<file path="src/rtl/sequenciador_programa_if.sv">
// Sequencer bus: instruction-memory read port plus the DIN/Run/Done handshake
// towards the processor control unit.
interface sequenciador_programa_if #(
  parameter int ADDR_W = 5
);
  logic [ADDR_W-1:0] MemAddr;
  logic              MemRd;
  logic [8:0]        MemData;
  logic [8:0]        DIN;
  logic              Run;
  logic              Done;

  modport master (output MemAddr, MemRd, DIN, Run, input MemData, Done);
  modport slave  (input MemAddr, MemRd, DIN, Run, output MemData, Done);
endinterface

</file>
<file path="src/rtl/sequenciador_programa.sv">
// Program sequencer: fetches instructions (and mvi immediates), issues them to the
// processor with a Run pulse, advances the PC on Done, and guards Done with a watchdog.
module sequenciador_programa #(
  parameter int ADDR_W   = 5,
  parameter int END_ADDR = 31,
  parameter int TIMEOUT  = 8
) (
  input  logic                    Clock,
  input  logic                    Resetn,
  input  logic                    Start,
  input  logic                    Pause,
  sequenciador_programa_if.master bus,
  output logic                    Busy,
  output logic                    Halted,
  output logic                    Error,
  output logic [7:0]              InstrCount
);
  localparam int              WD_W    = $clog2(TIMEOUT + 1);
  localparam logic [ADDR_W:0] END_EXT = (ADDR_W+1)'(END_ADDR);
  localparam logic [2:0]      OP_MVI  = 3'b001;

  typedef enum logic [3:0] {
    S_IDLE, S_FETCH, S_LATCH, S_FETCH_IMM, S_LATCH_IMM, S_ISSUE,
    S_EXEC_T0, S_EXEC, S_ADVANCE, S_HALTED, S_ERROR
  } state_t;

  state_t            state_q, state_d;
  logic [ADDR_W-1:0] pc_q, pc_d;
  logic [8:0]        instr_q, instr_d;
  logic [8:0]        imm_q, imm_d;
  logic [WD_W-1:0]   wd_q, wd_d;
  logic [7:0]        cnt_q, cnt_d;
  logic [ADDR_W-1:0] mem_addr_q, mem_addr_d;
  logic              mem_rd_q, mem_rd_d;
  logic [8:0]        din_q, din_d;
  logic              run_q, run_d;
  logic              busy_q, busy_d;
  logic              halted_q, halted_d;
  logic              error_q, error_d;
  logic              cur_mvi, nxt_mvi;
  logic [ADDR_W:0]   last_addr;

  assign cur_mvi   = instr_q[8:6] == OP_MVI;
  assign nxt_mvi   = instr_d[8:6] == OP_MVI;
  // Last address occupied by the current instruction; one extra bit so PC+1 cannot wrap.
  assign last_addr = {1'b0, pc_q} + {{ADDR_W{1'b0}}, cur_mvi};

  always_comb begin
    state_d = state_q;
    pc_d    = pc_q;
    instr_d = instr_q;
    imm_d   = imm_q;
    wd_d    = wd_q;
    cnt_d   = cnt_q;
    case (state_q)
      S_IDLE:      if (Start) state_d = S_FETCH;
      S_FETCH:     state_d = S_LATCH;
      S_LATCH: begin
        instr_d = bus.MemData;
        state_d = (bus.MemData[8:6] == OP_MVI) ? S_FETCH_IMM : S_ISSUE;
      end
      S_FETCH_IMM: state_d = ({1'b0, pc_q} == END_EXT) ? S_ERROR : S_LATCH_IMM;
      S_LATCH_IMM: begin
        imm_d   = bus.MemData;
        state_d = S_ISSUE;
      end
      S_ISSUE: begin
        wd_d    = '0;
        state_d = S_EXEC_T0;
      end
      S_EXEC_T0:   state_d = S_EXEC;
      S_EXEC: begin
        wd_d = wd_q + WD_W'(1);
        if (bus.Done)                      state_d = S_ADVANCE;
        else if (wd_d >= WD_W'(TIMEOUT))   state_d = S_ERROR;
      end
      S_ADVANCE: begin
        pc_d = pc_q + (cur_mvi ? ADDR_W'(2) : ADDR_W'(1));
        if (cnt_q != 8'hFF) cnt_d = cnt_q + 8'd1;
        if (last_addr >= END_EXT) state_d = S_HALTED;
        else if (Pause)           state_d = S_IDLE;
        else                      state_d = S_FETCH;
      end
      S_HALTED: begin
        if (Start) begin
          pc_d    = '0;
          cnt_d   = '0;
          state_d = S_FETCH;
        end
      end
      S_ERROR:     state_d = S_ERROR;
      default:     state_d = S_IDLE;
    endcase
  end

  // Outputs are decoded from the next state so they are registered yet track state_q.
  always_comb begin
    mem_rd_d   = (state_d == S_FETCH) ||
                 (state_d == S_FETCH_IMM && {1'b0, pc_d} != END_EXT);
    mem_addr_d = (state_d == S_FETCH_IMM) ? pc_d + ADDR_W'(1) : pc_d;
    run_d      = state_d == S_ISSUE;
    din_d      = '0;
    case (state_d)
      S_ISSUE, S_EXEC_T0: din_d = instr_d;
      S_EXEC:             din_d = nxt_mvi ? imm_d : instr_d;
      default:            din_d = '0;
    endcase
    busy_d   = !(state_d inside {S_IDLE, S_HALTED, S_ERROR});
    halted_d = state_d == S_HALTED;
    error_d  = state_d == S_ERROR;
  end

  always_ff @(posedge Clock) begin
    if (Resetn) begin
      state_q    <= S_IDLE;
      pc_q       <= '0;
      instr_q    <= '0;
      imm_q      <= '0;
      wd_q       <= '0;
      cnt_q      <= '0;
      mem_addr_q <= '0;
      mem_rd_q   <= 1'b0;
      din_q      <= '0;
      run_q      <= 1'b0;
      busy_q     <= 1'b0;
      halted_q   <= 1'b0;
      error_q    <= 1'b0;
    end else begin
      state_q    <= state_d;
      pc_q       <= pc_d;
      instr_q    <= instr_d;
      imm_q      <= imm_d;
      wd_q       <= wd_d;
      cnt_q      <= cnt_d;
      mem_addr_q <= mem_addr_d;
      mem_rd_q   <= mem_rd_d;
      din_q      <= din_d;
      run_q      <= run_d;
      busy_q     <= busy_d;
      halted_q   <= halted_d;
      error_q    <= error_d;
    end
  end

  assign bus.MemAddr = mem_addr_q;
  assign bus.MemRd   = mem_rd_q;
  assign bus.DIN     = din_q;
  assign bus.Run     = run_q;
  assign Busy        = busy_q;
  assign Halted      = halted_q;
  assign Error       = error_q;
  assign InstrCount  = cnt_q;
endmodule

</file>
<file path="src/flat_wrapper.sv">
// flat-port wrapper written by rule: the top's interface ports become plain ports
module sequenciador_programa_flat 
#(
  parameter int ADDR_W   = 5,
  parameter int END_ADDR = 31,
  parameter int TIMEOUT  = 8
)
  (Clock, Resetn, Start, Pause, Busy, Halted, Error, InstrCount, bus_MemAddr, bus_MemRd, bus_DIN, bus_Run, bus_MemData, bus_Done);
  sequenciador_programa_if #(.ADDR_W(ADDR_W)) bus_i ();
  input  logic Clock;
  input  logic Resetn;
  input  logic Start;
  input  logic Pause;
  output logic Busy;
  output logic Halted;
  output logic Error;
  output logic [7:0] InstrCount;
  output wire logic [$bits(bus_i.MemAddr)-1:0] bus_MemAddr;
  output wire logic [$bits(bus_i.MemRd)-1:0] bus_MemRd;
  output wire logic [$bits(bus_i.DIN)-1:0] bus_DIN;
  output wire logic [$bits(bus_i.Run)-1:0] bus_Run;
  input wire logic [$bits(bus_i.MemData)-1:0] bus_MemData;
  input wire logic [$bits(bus_i.Done)-1:0] bus_Done;
  assign bus_MemAddr = bus_i.MemAddr;
  assign bus_MemRd = bus_i.MemRd;
  assign bus_DIN = bus_i.DIN;
  assign bus_Run = bus_i.Run;
  assign bus_i.MemData = bus_MemData;
  assign bus_i.Done = bus_Done;
  sequenciador_programa #(.ADDR_W(ADDR_W), .END_ADDR(END_ADDR), .TIMEOUT(TIMEOUT)) u_core (.Clock(Clock), .Resetn(Resetn), .Start(Start), .Pause(Pause), .bus(bus_i), .Busy(Busy), .Halted(Halted), .Error(Error), .InstrCount(InstrCount));
endmodule
</file>
<file path="config.mk">
export PLATFORM = sky130hd
export DESIGN_NAME = sequenciador_programa_flat
export DESIGN_NICKNAME = d
export VERILOG_FILES = /design/src/rtl/sequenciador_programa_if.sv /design/src/rtl/sequenciador_programa.sv /design/src/flat_wrapper.sv
export SDC_FILE = /design/constraint.sdc
export NUM_CORES = 1
export LEC_CHECK = 0
export ABC_AREA = 1
export CORE_ASPECT_RATIO = 0.6
export CORE_MARGIN = 2
export CORE_UTILIZATION = 28
export CTS_CLUSTER_DIAMETER = 200
export CTS_CLUSTER_SIZE = 16
export DETAILED_ROUTE_END_ITERATION = 7
export GPL_TIMING_DRIVEN = 1
export PLACE_DENSITY_LB_ADDON = 0.1
export SLEW_MARGIN = 20
export SYNTH_ARGS = -nofsm -noshare
export SYNTH_HDL_FRONTEND = slang
export SYNTH_SLANG_ARGS = --single-unit
</file>
<file path="constraint.sdc">
create_clock -name Clock -period 5.8 [get_ports Clock]
set_input_delay 0.58 -clock Clock [delete_from_list [all_inputs] [get_ports Clock]]
set_output_delay 0.58 -clock Clock [all_outputs]
set_load 0.05 [all_outputs]
</file>
Yosys cells after proc, flatten, opt, wreduce, memory -nomap -nowiden
Cells that the tools add are included.
- register bits: 58
- output and inout port bits: 27
- logic and storage cells: 76
- add/sub/neg operators: 5
- order comparisons: 2
- eq/ne operators: 25
- mux-type cells: 20
- reductions and logical operators: 11
- operators by type and width (cell ; count):
    $pmux 4 s10 ; 1
    $eq 4x3->1 const B ; 7
    $mux 9 ; 3
    $eq 4x4->1 const B ; 5
    $mux 4 ; 5
    $pmux 9 s2 ; 1
    $mux 8 ; 2
    $pmux 8 s2 ; 1
    $eq 4x2->1 const B ; 3
    $mux 5 ; 2
    $pmux 5 s2 ; 1
    $eq 3x1->1 const B ; 3
    $add 8x1->8 const B ; 1
    $eq 4x1->1 const B ; 2
    $logic_not 4->1 ; 2
    $ne 8x8->1 const B ; 1
    $pmux 4 s2 ; 1
    $add 5x1->6 ; 1
    $ge 6x5->1 const B ; 1
    $add 5x1->5 const B ; 1
    $add 5x5->5 ; 1
    $eq 5x5->1 const B ; 1
    $ne 5x5->1 const B ; 1
    $add 4x1->4 const B ; 1
    other kinds (13) ; 15

Logic depth before layout (Yosys ltp)
Gate-level depths: netlist of run 1.
- depth in word-level cells: 8
- mapped depth: 15

Least setup slack after synthesis of run 1
Ideal clock, no wire load.
- path kind: register -> register
- start point: reg u_core.instr_q[7]
- end point: reg u_core.mem_addr_q[4] (netlist: u_core.bus.MemAddr[4])
- setup time: 0.116 ns
- data arrival time: 2.753 ns
- data required time: 5.684 ns
- setup slack: 2.931 ns
- stages on the path, launching flop included: 14
- buffers on the path: 0
- path through: dfxtp_1 nor3_1 inv_1 ha_1 inv_1 fa_1 or2_2 o21ai_0 ha_1 inv_1 nor3_1 ha_1 o211ai_1 inv_1
- elaborated cells on any way between the ends: 11
- RTL lines (item ; RTL line ; text):
    start, declared ; sequenciador_programa.sv:29 ; logic [8:0] instr_q, instr_d;
    start signal, assigned ; sequenciador_programa.sv:131 ; instr_q <= instr_d;
    $eq 3x1->1 ; sequenciador_programa.sv:43 ; assign cur_mvi = instr_q[8:6] == OP_MVI;
    $mux 2 ; sequenciador_programa.sv:78 ; pc_d = pc_q + (cur_mvi ? ADDR_W'(2) : ADDR_W'(1));
    $add 5x5->5 ; sequenciador_programa.sv:78 ;
    $pmux 5 s2 ; sequenciador_programa.sv:55 ; case (state_q)
    named net u_core.pc_d[1] ; sequenciador_programa.sv:28 ; logic [ADDR_W-1:0] pc_q, pc_d;
    $add 5x1->5 ; sequenciador_programa.sv:100 ; mem_addr_d = (state_d == S_FETCH_IMM) ? pc_d + ADDR_W'(1) : pc_d;
    $mux 5 ; sequenciador_programa.sv:100 ;
    end signal, assigned ; sequenciador_programa.sv:135 ; mem_addr_q <= mem_addr_d;
    end, declared ; sequenciador_programa.sv:33 ; logic [ADDR_W-1:0] mem_addr_q, mem_addr_d;
The timed path passes the listed nets, and every way through them passes these cells.
A chain may end at the register's enable or synchronous reset.

Final worst setup path of run 1
Ends and elaborated chain as after synthesis.

==> results.json, run 1 <==
{
  "clock_skew_ps": 6.71,
  "grt_use_total_pct": 14.8,
  "numCtsBuffers": 9,
  "netlist_area_sq_um": 2990,
  "dpl_cell_area_sq_um": 3530,
  "syn_nets": 463,
  "synth_cell_types": 34,
  "grt_max_degree": 32,
  "drt_iter0_drc": 164,
  "fin_ws_ps": 2540,
  "dr.pass1.iters": 4,
  "crit_fanout": 5,
  "r2r_slack_ps": 2540,
  "critPathKind": "reg -> reg",
  "synth_seq_cells": 58,
  "critPathBufInv": 4,
  "fmax_ghz": 0.307,
  "wire_per_inst_microns": 12.3,
  "dieArea_sq_um": 11600,
  "cts_root_buf": "clkbuf_16",
  "area_delta_synth_final_pct": 28.2,
  "fin_total_pwr_mw": 1.53,
  "synthCells": 439,
  "hold_ws_ps": 485,
  "holdBufCountCts": 0,
  "arrival_ps": 3470,
  "cpMaxStageDelayCell": "nor3_1",
  "async_flop_share_pct": 0,
  "slowest_delay_ps": 520,
  "gp_congestion": 0.806,
  "crit_family": "adder cells",
  "clk_latency_ps": 320,
  "critPathLaunchType": "flip-flop",
  "post_cts_resized": 0,
  "worstPathRequired_ps": 6010,
  "layout.cells.non_filler": 627,
  "fin_area_sq_um": 3840,
  "finalSetupTns_ps": 0,
  "synth-seq-area-share_pct": 38.8,
  "powerDensity_nw_per_um2": 399,
  "endpoint_kind": "flip-flop",
  "cts_tree": "done",
  "avgViaCountPerCell": 4.40,
  "ant_nets": 0,
  "final_hold_viol_count": 0,
  "cp_cell_sequence": "nor3_1 -> inv_1 -> ha_1 -> inv_1 -> fa_1 -> or2_2 -> o21ai_0 -> ha_1 -> inv_1 -> nor3_1 -> ha_1 -> o211ai_1 -> inv_1",
  "syn_avg_cell_area_sq_um": 6.82,
  "finalCritPeriodShare_pct": 56.2,
  "path_clk_slew_ps": 50,
  "peakVddDrop_mv": 0.244,
  "diodes": 0,
  "leakage_nw": 1.68,
  "layout-drive-gt1-share_pct": 9.84,
  "place_inst": 612,
  "grt_overflow": 0,
  "yosys.area.top_type_share_pct": 38.8,
  "grt_antenna_before_repair": 0,
  "io_pins": 41,
  "layout.nets": 508,
  "io_buffer_count": 40,
  "crit_top_cell": "inv_1",
  "initial_core_util_pct": 28.6,
  "htree_levels": 3,
  "synth_common_cells": "110 x nand2_1, 67 x nor2_1, 64 x inv_1",
  "drv_slew": 0,
  "setup_viol": 0,
  "die_w_microns": 138,
  "rsz0062_at_grt": "no",
  "pre_cts_slack_ps": 2460,
  "clockBufferDepth": 2,
  "yosys_warnings": 0,
  "wl_microns": 7740,
  "fin_util_pct": 36.6,
  "slew_headroom_pct": 58.9,
  "cts.sinks": 58,
  "num_vias": 2757,
  "max_cap_violations": 0,
  "die_h_microns": 84.1,
  "drc": 0,
  "synth_most_common_cell": "nand2_1",
  "worst_pin_slew_ps": 610,
  "placementRows": 29,
  "ys.flop_type": "dfxtp_1",
  "core_area_sq_um": 10500,
  "grt_pass1_wl_microns": 13100,
  "grt_pass1_vias": 2514,
  "period_needed_ps": 3260,
  "synth_area_leaders": "dfxtp_1 39%, nand2_1 14%, nor2_1 8.4%",
  "synth_top_cell_by_area": "dfxtp_1",
  "hold_path_class": "reg -> reg",
  "post_cts_buffers": 0,
  "status": "finished, final reports clean",
  "hpwl_microns": 5580,
  "synth_edf_count": 0
}
## state kept, by name, summed over array words and instances (netlist names)
| signal | cells |
|---|---|
| u_core.Error | 1 |
| u_core.bus.MemAddr | 5 |
| u_core.Halted | 1 |
| u_core.wd_q | 4 |
| u_core.pc_q | 5 |
| u_core.imm_q | 9 |
| u_core.bus.DIN | 9 |
| u_core.instr_q | 9 |
| u_core.Busy | 1 |
| u_core.state_q | 4 |
| u_core.bus.Run | 1 |
| u_core.InstrCount | 8 |
| u_core.bus.MemRd | 1 |
## cell usage in the layout, fill, tap and decap left out, types with 8 or more instances in the layout
cell type,count
nand2_1,110
nor2_1,67
inv_1,64
dfxtp_1,58
clkdlybuf4s50_1,40
o21ai_0,24
nand3_1,17
a21oi_1,15
or2_2,9
ha_1,9
clkbuf_16,9
nor3_1,8
## power by group
part / internal [mW] / total [mW] / switching [mW] / leakage (nW)
registers: 0.455 / 0.480 / 0.0258 / 0.470
logic: 0.164 / 0.517 / 0.353 / 1.05
clock network: 0.364 / 0.535 / 0.172 / 0.152
total: 0.982 / 1.53 / 0.550 / 1.68
## worst reg2reg max path: stages, from the launching register on
cell,delay [ps]
dfxtp_1,310
nor3_1,520
inv_1,170
ha_1,240
inv_1,70
fa_1,400
or2_2,290
o21ai_0,170
ha_1,230
inv_1,50
nor3_1,190
ha_1,250
o211ai_1,190
inv_1,60
## logic make-up (layout without fill, tap and decap cells)
kind of cell             count (synthesis)  after routing  share of synthesized area [%]
AND/OR/NAND/NOR                        231            231                           33.9
buffers and inverters                   76            125                           10.2
AO/OA/AOI/OAI                           62             62                           12.0
flip-flops                              58             58                           38.8
adder cells (fa/ha/maj)                 10             10                           4.43
XOR/XNOR                                 2              2                          0.585
## path summary, 6_finish.rpt
check	cells past startpoint	end	startpoint
setup / recovery	13	u_core.bus.MemAddr[4]	u_core.instr_q[7]
hold / removal	2	u_core.wd_q[3]	u_core.wd_q[3]
setup reg to reg	13	u_core.bus.MemAddr[4]	u_core.instr_q[7]
hold reg to reg	2	u_core.wd_q[3]	u_core.wd_q[3]
## metal layers
layer  track usage, %  vias to the layer above  wire (microns)
met2             19.0                       76            3010
met3             4.98                        4             551
met4             4.78                        0              43
li1                 -                     1464               -
met5                0                        -               0
met1             22.7                     1213            4140
## layout make-up
cell class / count / area [sq um]
well taps: 139 / 174
inverters: 68 / 255
clock inverters: 2 / 35.0
flip-flops and latches: 58 / 1160
clock buffers: 13 / 270
fillers: 1106 / 6650
multi-input cells: 305 / 1530
repair buffers: 42 / 415
Note: power is estimated with default switching activity, not from simulation.
==> inputs of run 2 (changes only) <==
- clock period: 5.8 -> 3.3 ns (I/O delays scaled with it)
==> results.json, run 2 (same netlist as run 1, synthesis figures left out) <==
{
  "drc": 0,
  "arrival_ps": 3100,
  "clk_latency_ps": 320,
  "fin_area_sq_um": 3810,
  "cts_tree": "done",
  "fin_util_pct": 36.3,
  "max_cap_violations": 0,
  "wire_per_inst_microns": 12.8,
  "dpl_cell_area_sq_um": 3540,
  "cp_cell_sequence": "nor3_1 -> inv_1 -> ha_1 -> inv_1 -> fa_1 -> or2_2 -> o21ai_0 -> ha_1 -> inv_1 -> nor3_1 -> ha_1 -> o211ai_1 -> inv_1",
  "final_common_cell": "nand2_1",
  "setup_viol": 0,
  "grt_antenna_before_repair": 0,
  "period_needed_ps": 2890,
  "layout.nets": 509,
  "grt_use_total_pct": 15.5,
  "num_vias": 2760,
  "io_buffer_count": 40,
  "crit_family": "adder cells",
  "pre_cts_slack_ps": 423,
  "dr.pass1.iters": 4,
  "finalSetupTns_ps": 0,
  "hpwl_microns": 5660,
  "finalCritPeriodShare_pct": 87.4,
  "worstPathRequired_ps": 3510,
  "crit_fanout": 3,
  "clock_skew_ps": 3.42,
  "htree_levels": 3,
  "ant_nets": 0,
  "final_cell_mix": "110 x nand2_1, 67 x nor2_1, 64 x inv_1",
  "slowest_delay_ps": 410,
  "grt_overflow": 0,
  "numCtsBuffers": 9,
  "grt_pass1_vias": 2690,
  "die_h_microns": 84.1,
  "worst_pin_slew_ps": 652,
  "initial_core_util_pct": 28.6,
  "hold_path_class": "reg -> reg",
  "cts.sinks": 58,
  "endpoint_kind": "flip-flop",
  "rsz0062_at_grt": "no",
  "cts_root_buf": "clkbuf_16",
  "drv_slew": 0,
  "post_cts_buffers": 0,
  "grt_pass1_wl_microns": 13600,
  "path_clk_slew_ps": 50,
  "powerDensity_nw_per_um2": 686,
  "holdBufCountCts": 0,
  "wl_microns": 8070,
  "diodes": 0,
  "fin_ws_ps": 415,
  "status": "finished, final reports clean",
  "avgViaCountPerCell": 4.39,
  "gp_congestion": 0.801,
  "area_delta_synth_final_pct": 27.3,
  "io_pins": 41,
  "critPathKind": "reg -> reg",
  "drt_iter0_drc": 169,
  "post_cts_resized": 0,
  "slew_headroom_pct": 56.1,
  "cpMaxStageDelayCell": "fa_1",
  "crit_top_cell": "inv_1",
  "die_w_microns": 138,
  "critPathBufInv": 4,
  "layout-drive-gt1-share_pct": 10.4,
  "critPathLaunchType": "flip-flop",
  "clockBufferDepth": 2,
  "placementRows": 29,
  "leakage_nw": 1.67,
  "grt_max_degree": 31,
  "final_hold_viol_count": 0,
  "core_area_sq_um": 10500,
  "peakVddDrop_mv": 0.353,
  "fmax_ghz": 0.347,
  "dieArea_sq_um": 11600
}
-- run 2: cell types whose count changed in the layout (fill, tap and decap cells not counted) --
cell,delta
clkbuf_8,-2
buf_4,+1
clkbuf_1,-1
clkinv_2,+4
bufinv_16,-1
clkinvlp_4,+1
-- run 2: layer usage --
metal / up-vias / routed length (microns) / track usage, %
li1: 1466 / - / -
met1: 1221 / 4190 / 22.7
met2: 71 / 3240 / 21.0
met3: 2 / 609 / 4.86
met4: 0 / 29 / 5.62
met5: - / 0 / 0
-- run 2: final timing paths --
path,from,endpoint,slack (ps),cells past startpoint
worst max-delay path,u_core.instr_q[7],u_core.bus.MemAddr[4],410,13
worst min-delay path,u_core.wd_q[3],u_core.wd_q[3],490,2
worst max register to register,u_core.instr_q[7],u_core.bus.MemAddr[4],410,13
worst min register to register,u_core.wd_q[3],u_core.wd_q[3],490,2
-- run 2: worst min-delay path, cell delays in order (launching register included) --
cell	delay, ps
dfxtp_1	320
nand2_1	70
a21oi_1	50
-- run 2: power breakdown --
part	internal, mW	switching [mW]	total [mW]
sequential	0.798	0.0467	0.845
clock	0.521	0.329	0.850
combinational	0.291	0.628	0.918
total	1.61	1.00	2.61
-- run 2: cell type report --
| type | count | area (sq um) |
|---|---|---|
| inverter | 68 | 255 |
| fill | 1122 | 6680 |
| clock buffer | 10 | 239 |
| tap | 139 | 174 |
| clock inverter | 6 | 32.5 |
| multi-input combinational | 305 | 1530 |
| sequential | 58 | 1160 |
| timing repair buffer | 43 | 423 |
-- run 2: stage by stage --
step | instances | hold slack, ps | total power, mW
2_1_floorplan | 439 | 411 | 1.55
3_3_place_gp | 613 | 474 | 1.78
3_5_place_dp | 613 | 484 | 1.77
4_1_cts | 629 | 493 | 2.64
5_1_grt | 629 | 522 | 2.82
6_report | 629 | 489 | 2.61
==> inputs of run 3 (changes only) <==
- SLEW_MARGIN: 20 -> 25
==> results of run 3 <==
No change in the layout: final DEF, timing and power equal those of run 2.
